### src/rtl/reverb_template_m2s_fifo_ffta.sv
// Memory-mapped-to-stream FIFO: CPU words written over Avalon-MM leave in order
// on a registered show-ahead Avalon-ST source. Address 1 reads back the fill level.
module reverb_template_m2s_fifo_ffta #(
  parameter int DATA_WIDTH = 32,
  parameter int DEPTH      = 64,
  parameter int ADDR_W     = 6
) (
  input  logic                  clock,
  input  logic                  reset_n,
  input  logic                  avalonmm_write_slave_address,
  input  logic                  avalonmm_write_slave_write,
  input  logic [DATA_WIDTH-1:0] avalonmm_write_slave_writedata,
  input  logic                  avalonmm_write_slave_read,
  output logic [31:0]           avalonmm_write_slave_readdata,
  output logic                  avalonmm_write_slave_waitrequest,
  output logic [DATA_WIDTH-1:0] avalonst_source_data,
  output logic                  avalonst_source_valid,
  input  logic                  avalonst_source_ready
);

  localparam logic [ADDR_W:0] LVL_FULL = (ADDR_W + 1)'(DEPTH);

  logic [DATA_WIDTH-1:0] r_mem [DEPTH];
  logic [ADDR_W-1:0]     r_wr_ptr;
  logic [ADDR_W-1:0]     r_rd_ptr;
  logic [ADDR_W:0]       r_level;
  logic                  r_valid;
  logic [DATA_WIDTH-1:0] r_data;

  logic                  w_full;
  logic                  w_accept;
  logic                  w_xfer;
  logic                  w_load;
  logic [ADDR_W:0]       w_ram_cnt;

  // The level includes the word parked in the output register; the rest sit in RAM.
  assign w_full    = (r_level == LVL_FULL);
  assign w_ram_cnt = r_level - {{ADDR_W{1'b0}}, r_valid};
  assign w_accept  = avalonmm_write_slave_write & ~avalonmm_write_slave_address & ~w_full;
  assign w_xfer    = r_valid & avalonst_source_ready;
  assign w_load    = (w_ram_cnt != '0) & (~r_valid | w_xfer);

  assign avalonmm_write_slave_waitrequest = ~reset_n |
    (avalonmm_write_slave_write & ~avalonmm_write_slave_address & w_full);
  assign avalonmm_write_slave_readdata =
    (avalonmm_write_slave_read & avalonmm_write_slave_address) ? 32'(r_level) : 32'd0;

  assign avalonst_source_valid = r_valid;
  assign avalonst_source_data  = r_data;

  // Storage RAM carries no reset so it can map onto block memory.
  always_ff @(posedge clock) begin
    if (w_accept)
      r_mem[r_wr_ptr] <= avalonmm_write_slave_writedata;
  end

  always_ff @(posedge clock or negedge reset_n) begin
    if (!reset_n) begin
      r_wr_ptr <= '0;
      r_rd_ptr <= '0;
      r_level  <= '0;
      r_valid  <= 1'b0;
      r_data   <= '0;
    end else begin
      if (w_accept)
        r_wr_ptr <= r_wr_ptr + 1'b1;
      if (w_load) begin
        r_rd_ptr <= r_rd_ptr + 1'b1;
        r_data   <= r_mem[r_rd_ptr];
        r_valid  <= 1'b1;
      end else if (w_xfer) begin
        r_valid  <= 1'b0;
      end
      case ({w_accept, w_xfer})
        2'b10:   r_level <= r_level + 1'b1;
        2'b01:   r_level <= r_level - 1'b1;
        default: r_level <= r_level;
      endcase
    end
  end

endmodule

### config.mk
export PLATFORM = sky130hd
export DESIGN_NAME = reverb_template_m2s_fifo_ffta
export DESIGN_NICKNAME = d
export VERILOG_FILES = /design/src/rtl/reverb_template_m2s_fifo_ffta.sv
export SDC_FILE = /design/constraint.sdc
export NUM_CORES = 2
export LEC_CHECK = 0
export CAP_MARGIN = 25
export CORE_UTILIZATION = 45
export CTS_CLUSTER_DIAMETER = 150
export DETAILED_ROUTE_END_ITERATION = 7
export GPL_TIMING_DRIVEN = 0
export PLACE_DENSITY_LB_ADDON = 0.05
export SYNTH_ARGS = -nofsm -noshare
export SYNTH_HDL_FRONTEND = slang
export SYNTH_SLANG_ARGS = --single-unit
### constraint.sdc
create_clock -name clock -period 10.9 [get_ports clock]
set_clock_uncertainty 0.15 [all_clocks]
set_input_delay 1.09 -clock clock [delete_from_list [all_inputs] [get_ports clock]]
set_output_delay 1.09 -clock clock [all_outputs]
set_load 0.02 [all_outputs]
==> flow_metrics.tcl <==
set metrics [dict create \
    slew_violations 0 \
    layout-drive-gt1-share_pct 25.43 \
    final.min_clock_period_ns 4.997 \
    dr.first_iter.drc_count 5816 \
    holdPathStages 1 \
    netlist_instances 3804 \
    p_per_area_nw_per_um2 255.8 \
    grt_use_met3_pct 6.148 \
    wirelength_microns 262100 \
    numPortBuffers 78 \
    pin_count 104 \
    cts_made_buffers 218 \
    ys_warn_count 0 \
    die_area_sq_um 182400 \
    dpl_cell_area_sq_um 87820 \
    setup_viol 0 \
    grt_pass1_wl_microns 352800 \
    clock_power_share_pct 30.0 \
    ant_nets 0 \
    sw_frac_of_total_pct 34.08 \
    worst_setup_path_start_kind "register" \
    maxCapViolCount 0 \
    final_area_sq_um 94800 \
    hold_viol 0 \
    max_freq_mhz 200.1 \
    combPwrFrac_pct 31.9 \
    path_clk_slew_ns 0.06 \
    max-vdd-ir-drop_v 0.0001668 \
    finish.utilization_pct 52.96 \
    drc 0 \
    final.setup.tns_ns 0 \
    syn_area_sq_um 81310 \
    synth_flop_cell "edfxtp_1" \
    htreeDepth 4 \
    status "complete, no violations" \
    cts.sinks 2100 \
    grtUsageMet2_pct 44.25 \
    wire_per_inst_microns 38.56 \
    timing.final.crit_share_pct 45.84 \
    relSlewSlack_pct 17.54 \
    area_growth_pct 16.60 \
    core_sq_um 179000 \
    grt_usage_pct 28.90 \
    rsz0062_at_grt "no" \
    finalHoldWorstSlack_ns 0.3984 \
    synth-edff-count 2048 \
    drt_pass1_iterations 5 \
    vias 42170 \
    synth_cell_types 64 \
    fp.dieH_microns 427.1 \
    critical_path_class "reg2reg" \
    synthArstFlopShare_pct 2.476 \
    cts-root-buf "clkbuf_16" \
    grt_use_met1_pct 41.33 \
    hold_class "reg2reg" \
    r2r_cells 10 \
    seqPwrFrac_pct 38.1 \
    internal-power_w 0.01599 \
    worst_pin_slew_ns 1.237 \
    cts_resized 0 \
    layout_common_cells "edfxtp_1, mux4_2, mux2i_1" \
    power_w 0.02425 \
    vias_per_cell 6.203 \
    cp-end-kind "register" \
    antenna_found_initial 15 \
    hpwl_microns 178700 \
    clock_latency_ns 0.87 \
    cp_max_fo 11 \
    grt_pass1_vias 40870 \
    arrival_ns 5.55 \
    die_w_microns 427.1 \
    power.leakage_nw 30.54 \
    grt_max_degree 57 \
    cts_buffer_depth 3 \
    row_count 155 \
    layout_commonest_cell "edfxtp_1" \
    nets 4299 \
    crit_required_ns 11.45 \
    grt_overflow 0 \
    ys_ff_latch 2100 \
    tritoncts "done" \
    initial_utilization_pct 45.42 \
    switchingPower_w 0.008265 \
    synth_area_per_cell_sq_um 21.37 \
    busiest_layer "met2" \
    synth_seq_area_share_pct 77.24 \
    gp_congestion 0.8766 \
]
==> metrics by stage <==
step                worst slack [ns]  std cells
finish                         5.903       6797
global route                   6.066       6794
CTS                            6.160       6793
detailed placement             5.549       6388
global placement               3.094       6261
floorplan                      6.794       3828
==> state kept, by name, summed over array words and instances, names as in the netlist <==
register               count
avalonst_source_data      32
r_wr_ptr                   6
r_level                    7
r_rd_ptr                   6
avalonst_source_valid      1
r_mem                   2048
==> cell type report <==
cell class                      instances  area [sq um]
Tap cell                             2355          2947
Clock buffer                          288          5869
Buffer                                240          1545
Antenna cell                            3         7.507
Timing Repair Buffer                  207          3008
Clock inverter                        116          1077
Inverter                                6         22.52
Fill cell                           13910         84200
Sequential cell                      2100         62800
Multi-Input combinational cell       1482         17530
==> path summary, 6_finish.rpt <==
| path | startpoint | end | slack (ns) |
|---|---|---|---|
| worst max-delay path | r_rd_ptr[2]$_DFFE_PN0P_ | avalonst_source_data[2]$_DFFE_PN0P_ | 5.90 |
| worst min register to register | r_wr_ptr[2]$_DFFE_PN0P_ | r_wr_ptr[2]$_DFFE_PN0P_ | 0.40 |
| worst min-delay path | r_wr_ptr[2]$_DFFE_PN0P_ | r_wr_ptr[2]$_DFFE_PN0P_ | 0.40 |
| min in group asynchronous | reset_n | r_level[3]$_DFFE_PN0P_ | 0.46 |
| max in group asynchronous | reset_n | avalonst_source_data[14]$_DFFE_PN0P_ | 9.52 |
| worst max register to register | r_rd_ptr[2]$_DFFE_PN0P_ | avalonst_source_data[2]$_DFFE_PN0P_ | 5.90 |
==> cell usage after synthesis (36+ instances only) <==
cell / count / area share [%]
o21ai_0: 36 / 0.22
a21oi_1: 41 / 0.25
o221ai_1: 39 / 0.42
edfxtp_1: 2048 / 76
mux2i_1: 317 / 3.9
nor2_1: 119 / 0.55
nand2_1: 105 / 0.48
buf_2: 68 / 0.42
mux4_2: 397 / 11
clkbuf_1: 57 / 0.26
buf_4: 62 / 0.57
dfrtp_1: 52 / 1.6
a22oi_1: 59 / 0.54
==> per-layer routing <==
layer  share of wire (%)  vias to the layer above
li1                    -                    16840
met1                  42                    22840
met2                  46                     2109
met3                 8.7                      371
met4                 3.4                        8
met5               0.022                        -
==> worst max-delay path: stages (launching register included) <==
cell and delay, ns:
dfrtp_1 0.60, buf_2 0.57, buf_2 0.64, nor2_1 0.41
clkbuf_1 0.37, buf_16 0.26, clkbuf_1 0.34, buf_8 0.28
a21o_1 0.16, o21ai_0 0.70, o311ai_0 0.27
==> logic make-up after synthesis <==
group,after synthesis,share of synthesized area [%]
XOR/XNOR,19,0.2047
AO/OA/AOI/OAI,365,3.347
multiplexers,751,15.45
buffers and inverters,246,1.925
flip-flops,2100,77.24
other,1,0.004612
AND/OR/NAND/NOR,316,1.740
adder cells (fa/ha/maj),6,0.09233
==> power groups by stage <==
stage	clock network [W]	logic (W)	registers, W
4_1_cts	0.00736	0.00770	0.00925
3_3_place_gp	0	0.00748	0.00946
6_report	0.00727	0.00773	0.00925
5_1_grt	0.00765	0.00794	0.00926
3_5_place_dp	0	0.00768	0.00942
2_1_floorplan	0	0.00421	0.00941
==> timing repair <==
item                                   CTS  global route
endpoints found under the hold margin    8             0
hold buffers                             1             0
buffers inserted                         0             0
Note: power is estimated with default switching activity, not from simulation.
